**config.mk**
```make
export PLATFORM = sky130hd
export DESIGN_NAME = ball_engine
export DESIGN_NICKNAME = d
export VERILOG_FILES = /design/src/rtl/ball_engine.sv
export SDC_FILE = /design/constraint.sdc
export NUM_CORES = 1
export LEC_CHECK = 0
export CORE_MARGIN = 2
export CORE_UTILIZATION = 55
export CTS_BUF_LIST = sky130_fd_sc_hd__clkbuf_2
export CTS_CLUSTER_DIAMETER = 120
export DETAILED_ROUTE_END_ITERATION = 12
export PLACE_DENSITY = 0.8
export RECOVER_POWER = 25
export SLEW_MARGIN = 20
export SYNTH_ARGS = -nofsm -noshare
export SYNTH_HDL_FRONTEND = slang
export SYNTH_SLANG_ARGS = --single-unit
```
**constraint.sdc**
```tcl
create_clock -name CLOCK -period 4.37 [get_ports CLOCK]
set_input_delay 0.874 -clock CLOCK [delete_from_list [all_inputs] [get_ports CLOCK]]
set_output_delay 0.874 -clock CLOCK [all_outputs]
set_load 0.01 [all_outputs]
```
**src/rtl/ball_engine.sv**
```systemverilog
// Pong ball engine: step-timed ball motion, wall/paddle bounces, scoring and serve FSM.
// Optional macro BALL_SPEEDUP_EN adds a per-hit speed increase (1..4 px/step).
module ball_engine #(
  parameter int STEP_DIV   = 500000,
  parameter int HOLD_STEPS = 32
) (
  input  logic        CLOCK,
  input  logic        RESET,
  input  logic        SERVE,
  input  logic [7:0]  POS_L,
  input  logic [7:0]  POS_R,
  output logic [10:0] BALL_H,
  output logic [10:0] BALL_V,
  output logic [3:0]  SCORE_L,
  output logic [3:0]  SCORE_R,
  output logic        POINT,
  output logic        GAME_OVER
);
  localparam int TW = (STEP_DIV > 1) ? $clog2(STEP_DIV) : 1;
  localparam int HW = (HOLD_STEPS > 1) ? $clog2(HOLD_STEPS) : 1;
  localparam logic [TW-1:0] STEP_MAX  = TW'(STEP_DIV - 1);
  localparam logic [HW-1:0] HOLD_LAST = HW'(HOLD_STEPS - 1);
  localparam logic [10:0] CTR_H = 11'd316;
  localparam logic [10:0] CTR_V = 11'd236;

  typedef enum logic [1:0] {IDLE, PLAY, HOLD, GAMEOVER} state_t;

  state_t        state_q, state_d;
  logic [TW-1:0] timer_q, timer_d;
  logic [HW-1:0] hold_q, hold_d;
  logic [10:0]   ball_h_q, ball_h_d, ball_v_q, ball_v_d;
  logic [3:0]    score_l_q, score_l_d, score_r_q, score_r_d;
  logic          point_q, point_d;
  logic          dir_h_q, dir_h_d;   // 1 = right
  logic          dir_v_q, dir_v_d;   // 1 = down
  logic [10:0]   spd, top_l, top_r;
  logic          step, ovl_l, ovl_r, hit_l, hit_r;

  assign step  = (timer_q == STEP_MAX);
  assign top_l = {2'b00, POS_L, 1'b0};
  assign top_r = {2'b00, POS_R, 1'b0};
  assign ovl_l = (ball_v_q + 11'd8 > top_l) && (ball_v_q < top_l + 11'd64);
  assign ovl_r = (ball_v_q + 11'd8 > top_r) && (ball_v_q < top_r + 11'd64);
  // The h>=24 / h<=608 terms also keep the subtraction below from wrapping.
  assign hit_l = !dir_h_q && (ball_h_q >= 11'd24) && (ball_h_q - spd <= 11'd24) && ovl_l;
  assign hit_r = dir_h_q && (ball_h_q <= 11'd608) && (ball_h_q + spd >= 11'd608) && ovl_r;

`ifdef BALL_SPEEDUP_EN
  logic [2:0] speed_q, speed_d;

  always_comb begin
    speed_d = speed_q;
    if (SERVE && (state_q == IDLE || state_q == GAMEOVER))
      speed_d = 3'd1;
    else if (state_q == PLAY && step && (hit_l || hit_r) && speed_q != 3'd4)
      speed_d = speed_q + 3'd1;
  end

  always_ff @(posedge CLOCK) begin
    if (RESET) speed_q <= 3'd1;
    else       speed_q <= speed_d;
  end

  assign spd = {8'd0, speed_q};
`else
  assign spd = 11'd1;
`endif

  always_comb begin
    state_d   = state_q;
    timer_d   = step ? '0 : timer_q + TW'(1);
    hold_d    = hold_q;
    ball_h_d  = ball_h_q;
    ball_v_d  = ball_v_q;
    score_l_d = score_l_q;
    score_r_d = score_r_q;
    point_d   = 1'b0;
    dir_h_d   = dir_h_q;
    dir_v_d   = dir_v_q;
    case (state_q)
      IDLE: begin
        if (SERVE) begin
          state_d = PLAY;
          hold_d  = '0;
        end
      end
      PLAY: begin
        if (step) begin
          if (!dir_v_q) begin
            if (ball_v_q <= spd) begin
              ball_v_d = 11'd0;
              dir_v_d  = 1'b1;
            end else begin
              ball_v_d = ball_v_q - spd;
            end
          end else if (ball_v_q + spd >= 11'd472) begin
            ball_v_d = 11'd472;
            dir_v_d  = 1'b0;
          end else begin
            ball_v_d = ball_v_q + spd;
          end

          if (!dir_h_q) begin
            if (hit_l) begin
              ball_h_d = 11'd24;
              dir_h_d  = 1'b1;
            end else if (ball_h_q <= spd) begin
              ball_h_d  = 11'd0;
              score_r_d = score_r_q + 4'd1;
              point_d   = 1'b1;
              hold_d    = '0;
              state_d   = (score_r_q == 4'd8) ? GAMEOVER : HOLD;
            end else begin
              ball_h_d = ball_h_q - spd;
            end
          end else begin
            if (hit_r) begin
              ball_h_d = 11'd608;
              dir_h_d  = 1'b0;
            end else if (ball_h_q + spd >= 11'd632) begin
              ball_h_d  = 11'd632;
              score_l_d = score_l_q + 4'd1;
              point_d   = 1'b1;
              hold_d    = '0;
              state_d   = (score_l_q == 4'd8) ? GAMEOVER : HOLD;
            end else begin
              ball_h_d = ball_h_q + spd;
            end
          end
        end
      end
      HOLD: begin
        if (step) begin
          if (hold_q == HOLD_LAST) begin
            // Next serve heads back toward the side that just scored.
            dir_h_d  = (ball_h_q == 11'd0);
            ball_h_d = CTR_H;
            ball_v_d = CTR_V;
            hold_d   = '0;
            state_d  = IDLE;
          end else begin
            hold_d = hold_q + HW'(1);
          end
        end
      end
      GAMEOVER: begin
        if (SERVE) begin
          score_l_d = 4'd0;
          score_r_d = 4'd0;
          ball_h_d  = CTR_H;
          ball_v_d  = CTR_V;
          state_d   = PLAY;
        end
      end
      default: state_d = IDLE;
    endcase
  end

  always_ff @(posedge CLOCK) begin
    if (RESET) begin
      state_q   <= IDLE;
      timer_q   <= '0;
      hold_q    <= '0;
      ball_h_q  <= CTR_H;
      ball_v_q  <= CTR_V;
      score_l_q <= 4'd0;
      score_r_q <= 4'd0;
      point_q   <= 1'b0;
      dir_h_q   <= 1'b1;
      dir_v_q   <= 1'b1;
    end else begin
      state_q   <= state_d;
      timer_q   <= timer_d;
      hold_q    <= hold_d;
      ball_h_q  <= ball_h_d;
      ball_v_q  <= ball_v_d;
      score_l_q <= score_l_d;
      score_r_q <= score_r_d;
      point_q   <= point_d;
      dir_h_q   <= dir_h_d;
      dir_v_q   <= dir_v_d;
    end
  end

  assign BALL_H    = ball_h_q;
  assign BALL_V    = ball_v_q;
  assign SCORE_L   = score_l_q;
  assign SCORE_R   = score_r_q;
  assign POINT     = point_q;
  assign GAME_OVER = (state_q == GAMEOVER);
endmodule

```
* Word level (Yosys, flattened, before mapping)
Index checks and enable logic that the tools add are counted.
** Storage, ports and cells
- Bits in registers :: 59
- Bits of input ports :: 19
- Logic and storage cells :: 149
** Cells by class
- Add/subtract/negate cells :: 11
- $lt $le $gt $ge :: 12
- Eq/ne operators :: 23
- Mux-type cells :: 66
- Bitwise operators :: 2
- Reduce and logical (&&, ||, !) cells :: 25
** Operators with widths (number)
- 11-bit two-way mux :: 16
- 11-bit one-hot mux with 3 select lines :: 2
- 5-bit two-way mux :: 9
- 4-bit two-way mux :: 9
- 11-bit by 1-bit adder with 11-bit output (second input constant) :: 2
- 11-bit by 10-bit greater-or-equal comparator with 1-bit output (second input constant) :: 2
- 11-bit by 9-bit > comparator with 1-bit output :: 2
- 11-bit by 1-bit less-or-equal comparator with 1-bit output (second input constant) :: 2
- 11-bit by 10-bit less-than comparator with 1-bit output :: 2
- 2-bit inequality test (second input constant) :: 11
- 11-bit by 1-bit subtractor with 11-bit output (second input constant) :: 2
- 9-bit by 7-bit adder with 10-bit output (second input constant) :: 2
- 19-bit by 1-bit adder with 19-bit output (second input constant) :: 1
- 19-bit equality test (second input constant) :: 1
- 2-bit two-way mux :: 9
- 1-bit two-way mux :: 16
- 4-bit one-hot mux with 2 select lines :: 2
- 8-bit AND reduction :: 2
- 5-bit one-hot mux with 3 select lines :: 1
- 3-bit inequality test (second input constant) :: 4
- 6-bit AND reduction :: 2
- 11-bit by 4-bit adder with 11-bit output (second input constant) :: 1
- 11-bit by 5-bit greater-or-equal comparator with 1-bit output (second input constant) :: 1
- 11-bit by 9-bit greater-or-equal comparator with 1-bit output (second input constant) :: 1
- 23 further kinds :: 37

* Logic depth before layout (Yosys ltp)
Gate-level depths: netlist of the first run.
- Depth after elaboration :: 8
- Depth in mapped cells :: 14

* Worst setup path after synthesis of the first run
OpenSTA, ideal clock, no wires.
- Path type :: reg2reg
- Start point :: register ball_v_q[3] (netlist: BALL_V[3])
- End point :: register hold_q[2]
- Setup time :: 0.117 ns
- Arrival time :: 3.011 ns
- Slack :: 1.242 ns
- Stages on the path, launching flop included :: 14
- Path buffers :: 1
- Cell sequence :: dfxtp_1 > clkbuf_1 > nand3_1 > nor2_1 > xnor2_1 > ha_1 > a211o_1 > a21oi_1 > o211a_1 > o31ai_1 > a32o_1 > o21ai_1 > o21ai_0 > a32o_1
** On the way
- Cells in the longest elaborated chain, start to end :: 6
- Elaborated cells on any way between the ends :: 12
- Classes of those cells :: add/sub (1); order compare (4); eq/ne (2); reduce/logical (5)
** Ends and longest elaborated chain
- start: declaration :: line 31 : logic [10:0] ball_h_q, ball_h_d, ball_v_q, ball_v_d;
- start signal: assignment :: line 176 : ball_v_q <= ball_v_d;
- 11-bit by 4-bit adder with 11-bit output :: line 42, 43
- 11-bit by 9-bit > comparator with 1-bit output (on tied branches) :: line 43, 42
- 1-bit logical AND (on tied branches) :: line 43, 42
- 1-bit logical AND (on tied branches) :: line 46, 45
- 3-bit inequality test (no line)
- 8-bit AND reduction (no line) *
- end signal: assignment :: line 174 : hold_q <= hold_d;
- end: declaration :: line 30 : logic [HW-1:0] hold_q, hold_d;
Mark *: on every way between the ends. The rest lies on a longest branch, timed or not.
A chain may end at the register's enable or synchronous reset.

* Worst setup path in the final report of the first run
- Start point :: register ball_v_q[3] (netlist: BALL_V[3])
- End point :: register ball_h_q[2] (netlist: BALL_H[2])
** On the way
- Cells in the longest elaborated chain, start to end :: 8
- Elaborated cells on any way between the ends :: 14
- Classes of those cells :: add/sub (1); order compare (4); mux (5); reduce/logical (4)
** Ends and longest elaborated chain
- 11-bit by 4-bit adder with 11-bit output :: line 42, 43
- 11-bit by 9-bit > comparator with 1-bit output (on tied branches) :: line 42, 43
- 1-bit logical AND (on tied branches) :: line 42, 43
- 1-bit logical AND (on tied branches) :: line 45, 46
- 11-bit two-way mux (on tied branches) :: line 104, 117
- 11-bit two-way mux * :: line 103 : if (!dir_h_q) begin
- 11-bit two-way mux * :: line 88 : if (step) begin
- 11-bit one-hot mux with 3 select lines * :: line 80 : case (state_q)
- end signal: assignment :: line 175 : ball_h_q <= ball_h_d;
- end: declaration :: line 31
Mark *: on every way between the ends. The rest lies on a longest branch, timed or not. The select of a mux whose other input is x is not followed.

==> results of run 1 <==
## worst max-delay path, cell delays in order (launching register included)
cell      delay (ps)
dfxtp_1          650
ha_1             340
nand3_1          200
xnor2_1          330
ha_1             230
a211o_1          130
a21oi_1           40
o211a_1          120
o31ai_1          360
nand3_1          410
and2_1           330
a2111o_1         410
o211a_1          110
## Yosys cell counts (12+ instances only)
cell / number
nor3_1: 22
a21oi_1: 33
xnor2_1: 18
a31oi_1: 13
ha_1: 53
nor2_1: 82
nand2_1: 55
dfxtp_1: 59
nand4_1: 12
inv_1: 43
o21ai_0: 35
clkbuf_1: 29
xor2_1: 16
nand3_1: 34
## cells by family (layout without fill, tap and decap cells)
logic type / Yosys count / after routing
adder cells (fa/ha/maj): 53 / 53
AND/OR/NAND/NOR: 287 / 287
flip-flops: 59 / 59
AO/OA/AOI/OAI: 166 / 166
buffers and inverters: 84 / 110
XOR/XNOR: 34 / 34
multiplexers: 6 / 6
## power by group through the flow
stage	Clock, W	Combinational (W)	Sequential (W)
floorplan	0	0.000389	0.000610
global placement	0	0.000502	0.000643
detailed placement	0	0.000518	0.000646
CTS	0.000275	0.000521	0.000634
global route	0.000296	0.000586	0.000645
finish	0.000268	0.000527	0.000636
## registers in the layout, indices dropped and copies added, names as in the netlist
signal   flops
POINT        1
state_q      2
SCORE_R      4
BALL_H      11
dir_v_q      1
timer_q     19
dir_h_q      1
hold_q       5
BALL_V      11
SCORE_L      4
## per-layer routing
metal,GRT usage [%],wire length (um),up-vias
li1,-,-,2554
met1,38.0,6050,2450
met2,43.6,6320,264
met3,2.77,1100,27
met4,11.1,278,0
met5,0,0,-
## metrics by stage
| stage | power [W] | hold WS [ps] |
|---|---|---|
| final | 0.00143 | 496 |
| after detailed placement | 0.00116 | 459 |
| after CTS | 0.00143 | 493 |
| after global placement | 0.00114 | 442 |
| after floorplan | 0.00100 | 430 |
| after global routing | 0.00153 | 537 |
## area by class of cell
cell class	instances	area, um2
repair buffers	53	515
fillers	822	3450
clock inverters	5	32.5
clock buffers	9	45.0
multi-input cells	546	3630
well taps	111	139
flip-flops and latches	59	1180
inverters	43	161
## path summary, 6_finish.rpt
| path | from | cells after the start | slack [ps] | endpoint |
|---|---|---|---|---|
| setup reg to reg | BALL_V[3] | 12 | 600 | BALL_H[2] |
| hold reg to reg | timer_q[0] | 1 | 500 | timer_q[0] |
| setup / recovery | BALL_V[3] | 12 | 600 | BALL_H[2] |
| hold / removal | timer_q[0] | 1 | 500 | timer_q[0] |
==> flow_summary_export.csv, run 1 <==
group,metric,value,unit
run_status,status,"complete, no violations",
floorplan,fp.coreArea,9150,um2
logic_synthesis,synth-main-ff-cell,"dfxtp_1",
global_routing,grt_pass1_wl,22900,um
logic_synthesis,yosysWarnings,0,
detailed_routing,ant_nets,0,
logic_synthesis,synth_edf_count,0,
placement,placement.io_buffers,50,
cts,cts_setup_buffers,0,
floorplan,start_util,56.2,%
logic_synthesis,ys_seq_area_share,23.0,%
detailed_routing,drc,0,
global_routing,grt_max_degree,29,
cts,ctsHoldBuffers,0,
setup_path,cp.required,4780,ps
setup_path,crit_arrival,4180,ps
timing,rsz0062_at_grt,"false",
cts,cts.sinks,59,
logic_synthesis,yosysTopAreaCellShare,23.0,%
setup_path,cp_max_fo,13,
logic_synthesis,synthSimpleGateAreaFrac,28.5,%
cts,cts.htree.levels,3,
logic_synthesis,synth_xor_xnor_area_share,5.79,%
power_and_ir_drop,p_int,0.000851,W
logic_synthesis,synth_nets,761,
setup_path,critPathKind,"flop to flop",
cts,clk_pin_slew,170,ps
layout,instances_no_fill,826,
layout,area_delta_synth_final,10.9,%
power_and_ir_drop,p_leak,2.23,nW
global_routing,grt_pass1_vias,4901,
logic_synthesis,yosysTopAreaCell,"dfxtp_1",
placement,pre_cts_ws,450,ps
logic_synthesis,synth_top_family_by_area,"simple AND/OR/NAND/NOR gates",
logic_synthesis,synthCells,689,
power_and_ir_drop,power.share.clock,18.8,%
logic_synthesis,async_flop_share,0,%
timing,drv_slew,0,
floorplan,die_h,101,um
setup_path,endpoint_kind,"flop",
timing,period_minus_slack,3770,ps
detailed_routing,routed_wl,13700,um
logic_synthesis,synth_area_leaders,"dfxtp_1, ha_1, nor2_1, nand2_1, o21ai_0",
layout,drive_gt1_share,3.78,%
cts,insertion_delay,490,ps
global_routing,antenna_found_initial,0,
detailed_routing,vias_per_cell,6.41,
logic_synthesis,synth_compound_area_share,22.2,%
placement,placed_area,5630,um2
timing,worst_pin_slew,1370,ps
power_and_ir_drop,peakVddDrop,181,uV
worst_hold_path,min_path_type,"flop to flop",
cts,cts-root-buf,"clkbuf_2",
timing,period_share,86.4,%
detailed_routing,drt-initial-drc-count,370,
placement,dp_cells,812,
placement,dp_hpwl,10100,um
detailed_routing,vias,5295,
layout,final_core_util,62.3,%
flow_run,cap_violations,0,
logic_synthesis,ys_types,71,
power_and_ir_drop,switching_share,40.5,%
logic_synthesis,synth_area,5140,um2
detailed_routing,dr.pass1.iters,5,
power_and_ir_drop,p_seq_share,44.4,%
timing,finalSetupViolations,0,
placement,place.gp.congestion,0.943,
power_and_ir_drop,power_density,251,nW/um2
logic_synthesis,synth.avg_cell_area,7.47,um2
timing,relSlewSlack,8.74,%
detailed_routing,wl_per_cell,16.6,um
logic_synthesis,synth-seq-cells,59,
timing,timing_hold_violations_final,0,
power_and_ir_drop,power_frac_comb,36.8,%
floorplan,die_area,10100,um2
layout,final_cell_mix,"nor2_1, dfxtp_1, nand2_1, ha_1, clkdlybuf4s50_1",
timing,max_freq,265,MHz
timing,skew,19.2,ps
logic_synthesis,synth_mux_area_share,1.17,%
cts,cts_buffer_depth,2,
global_routing,grt_usage,27.4,%
floorplan,die_w,101,um
global_routing,grt-ovfl-total,0,
power_and_ir_drop,switchingPower,0.000580,W
timing,setup_ws,595,ps
floorplan,row_count,35,
setup_path,worst_setup_path_start_kind,"flop",
cts,cts_tree,"yes",
cts,cts_resized,0,
layout,layout_commonest_cell,"nor2_1",
layout,layout.nets,784,
layout,num_antenna_cells,0,
logic_synthesis,synth_adder_area_share,12.9,%
cts,cts_buffers,9,
floorplan,num_io_pins,51,
timing,tns,0,ps
layout,fin_area,5700,um2
(Power assumes the default switching activity.)
==> inputs of run 2 (changes only) <==
--- a/config.mk
+++ b/config.mk
@@ -5,10 +5,12 @@
 export SDC_FILE = /design/constraint.sdc
 export NUM_CORES = 1
 export LEC_CHECK = 0
+export CAP_MARGIN = 10
 export CORE_MARGIN = 2
 export CORE_UTILIZATION = 55
 export CTS_BUF_LIST = sky130_fd_sc_hd__clkbuf_2
 export CTS_CLUSTER_DIAMETER = 120
+export CTS_CLUSTER_SIZE = 30
 export DETAILED_ROUTE_END_ITERATION = 12
 export PLACE_DENSITY = 0.8
 export RECOVER_POWER = 25
==> results of run 2 <==
No change in the layout: final DEF, timing and power equal those of run 1.
==> inputs of run 3 (changes only) <==
--- a/config.mk
+++ b/config.mk
@@ -6,12 +6,12 @@
 export NUM_CORES = 1
 export LEC_CHECK = 0
 export CAP_MARGIN = 10
-export CORE_MARGIN = 2
 export CORE_UTILIZATION = 55
 export CTS_BUF_LIST = sky130_fd_sc_hd__clkbuf_2
 export CTS_CLUSTER_DIAMETER = 120
 export CTS_CLUSTER_SIZE = 30
 export DETAILED_ROUTE_END_ITERATION = 12
+export GPL_TIMING_DRIVEN = 0
 export PLACE_DENSITY = 0.8
 export RECOVER_POWER = 25
 export SLEW_MARGIN = 20
==> flow_summary_export.csv, run 3 (synthesis gave the netlist of run 1 again) <==
group,metric,value,unit
detailed_routing,wl_per_cell,17.4,um
timing,finalSetupViolations,0,
timing,drv_slew,0,
layout,fin_area,5880,um2
cts,cts_tree,"yes",
cts,cts-root-buf,"clkbuf_2",
layout,seqCellArea,1180,um2
cts,cts_setup_buffers,0,
timing,skew,28.2,ps
cts,clk_pin_slew,180,ps
placement,placed_area,5770,um2
detailed_routing,dr.pass1.iters,6,
floorplan,start_util,57.9,%
detailed_routing,drt-initial-drc-count,495,
floorplan,die_w,98.7,um
cts,insertion_delay,510,ps
placement,dp_cells,846,
global_routing,grt_usage,31.2,%
setup_path,critPathKind,"flop to flop",
worst_hold_path,min_path_type,"flop to flop",
floorplan,die_area,9740,um2
setup_path,slowest_stage,"nor3_1",
detailed_routing,drc,0,
floorplan,num_io_pins,51,
cts,ctsHoldBuffers,0,
setup_path,cp_max_fo,9,
timing,hold_slack,490,ps
layout,nFillCells,803,
timing,period_share,87.8,%
run_status,status,"complete, no violations",
layout,largest_reg_flops,19,
setup_path,cp_common_cell,"nand3_1",
cts,cts_buffers,9,
layout,multi_input_area,3620,um2
layout,layout_commonest_cell,"nor2_1",
floorplan,row_count,34,
detailed_routing,vias,5484,
setup_path,cp.required,4820,ps
setup_path,r2r_cells,13,
cts,cts.htree.levels,3,
setup_path,worst_setup_path_start_kind,"flop",
layout,drive_gt1_share,4.77,%
layout,instances_no_fill,862,
setup_path,crit_chain,"clkbuf_1, nand3_1, nor2_1, xnor2_1, ha_1, a211o_1, a21oi_1, o211a_1, o31ai_1, nand3_1, a41oi_1, nor3_1, mux2i_1",
timing,rsz0062_at_grt,"false",
cts,cts.sinks,59,
global_routing,grt_max_degree,12,
detailed_routing,vias_per_cell,6.36,
layout,largest-register,"timer_q",
flow_run,cap_violations,0,
power_and_ir_drop,power_density,263,nW/um2
power_and_ir_drop,finalPower,0.00154,W
floorplan,die_h,98.7,um
setup_path,crit_arrival,4280,ps
global_routing,grt-ovfl-total,0,
timing,max_freq,261,MHz
setup_path,cp_slowest_stage_delay,520,ps
timing,relSlewSlack,51.9,%
placement,placement.io_buffers,49,
global_routing,grt_pass1_wl,24700,um
power_and_ir_drop,p_leak,2.32,nW
timing,tns,0,ps
timing,worst_pin_slew,703,ps
global_routing,antenna_found_initial,0,
cts,cts_buffer_depth,2,
global_routing,grt_pass1_vias,5176,
power_and_ir_drop,peakVddDrop,298,uV
detailed_routing,routed_wl,15000,um
setup_path,endpoint_kind,"flop",
layout,final_cell_mix,"nor2_1, dfxtp_1, nand2_1, ha_1, inv_1",
placement,dp_hpwl,11200,um
timing,period_minus_slack,3840,ps
cts,cts_resized,0,
layout,num_antenna_cells,0,
layout,layout.nets,821,
timing,timing_hold_violations_final,0,
floorplan,fp.coreArea,8890,um2
detailed_routing,ant_nets,0,
placement,place.gp.congestion,0.938,
layout,area_delta_synth_final,14.2,%
worst_hold_path,hold_path_depth,1,
[run 3: changes by cell type in the layout (fill, tap and decap cells not counted), sizes merged]
cell           change
bufinv             +1
clkbuf            +28
buf               +10
clkinv             +1
inv                +1
clkdlybuf4s50     -10
dlygate4sd3        +9
clkinvlp           -1
[run 3: critical path: cells and delay by family (launching register included)]
kind            cells  cell delay, ps
mux                 1             250
simple gates        4            1310
compound gates      5             840
xor+xnor            1             220
fa+ha+maj           1             330
flops               1             460
buf+inv             1             360
[run 3: final timing paths]
kind	slack (ps)	to	start
worst min register to register	490	timer_q[0]	timer_q[0]
worst max register to register	530	SCORE_L[1]	BALL_V[3]
worst min-delay path	490	timer_q[0]	timer_q[0]
worst max-delay path	530	SCORE_L[1]	BALL_V[3]
[run 3: metal layers]
metal	global-route usage [%]	vias up	routed length, um
met1	42.2	2555	6670
li1	-	2639	-
met3	4.26	28	1160
met2	51.5	262	6790
met4	10.4	0	342
met5	0	-	0
[run 3: report_power, final]
group	switching [W]	internal, W
sequential	0.0000363	0.000564
clock	0.000224	0.000130
combinational	0.000358	0.000231
total	0.000618	0.000924
[run 3: per-stage QoR]
stage	util, %	setup WS, ps
floorplan	-	1240
global placement	64.9	425
detailed placement	64.9	386
CTS	66.2	619
global route	66.1	335
finish	66.1	533
[run 3: layout make-up]
class | count | share of cell area (%)
Multi-Input combinational cell | 546 | 61.6
Sequential cell | 59 | 20.1
Timing Repair Buffer | 49 | 8.35
Buffer | 41 | 2.94
Inverter | 43 | 2.75
Tap cell | 108 | 2.30
Clock inverter | 7 | 1.15
Clock buffer | 9 | 0.767
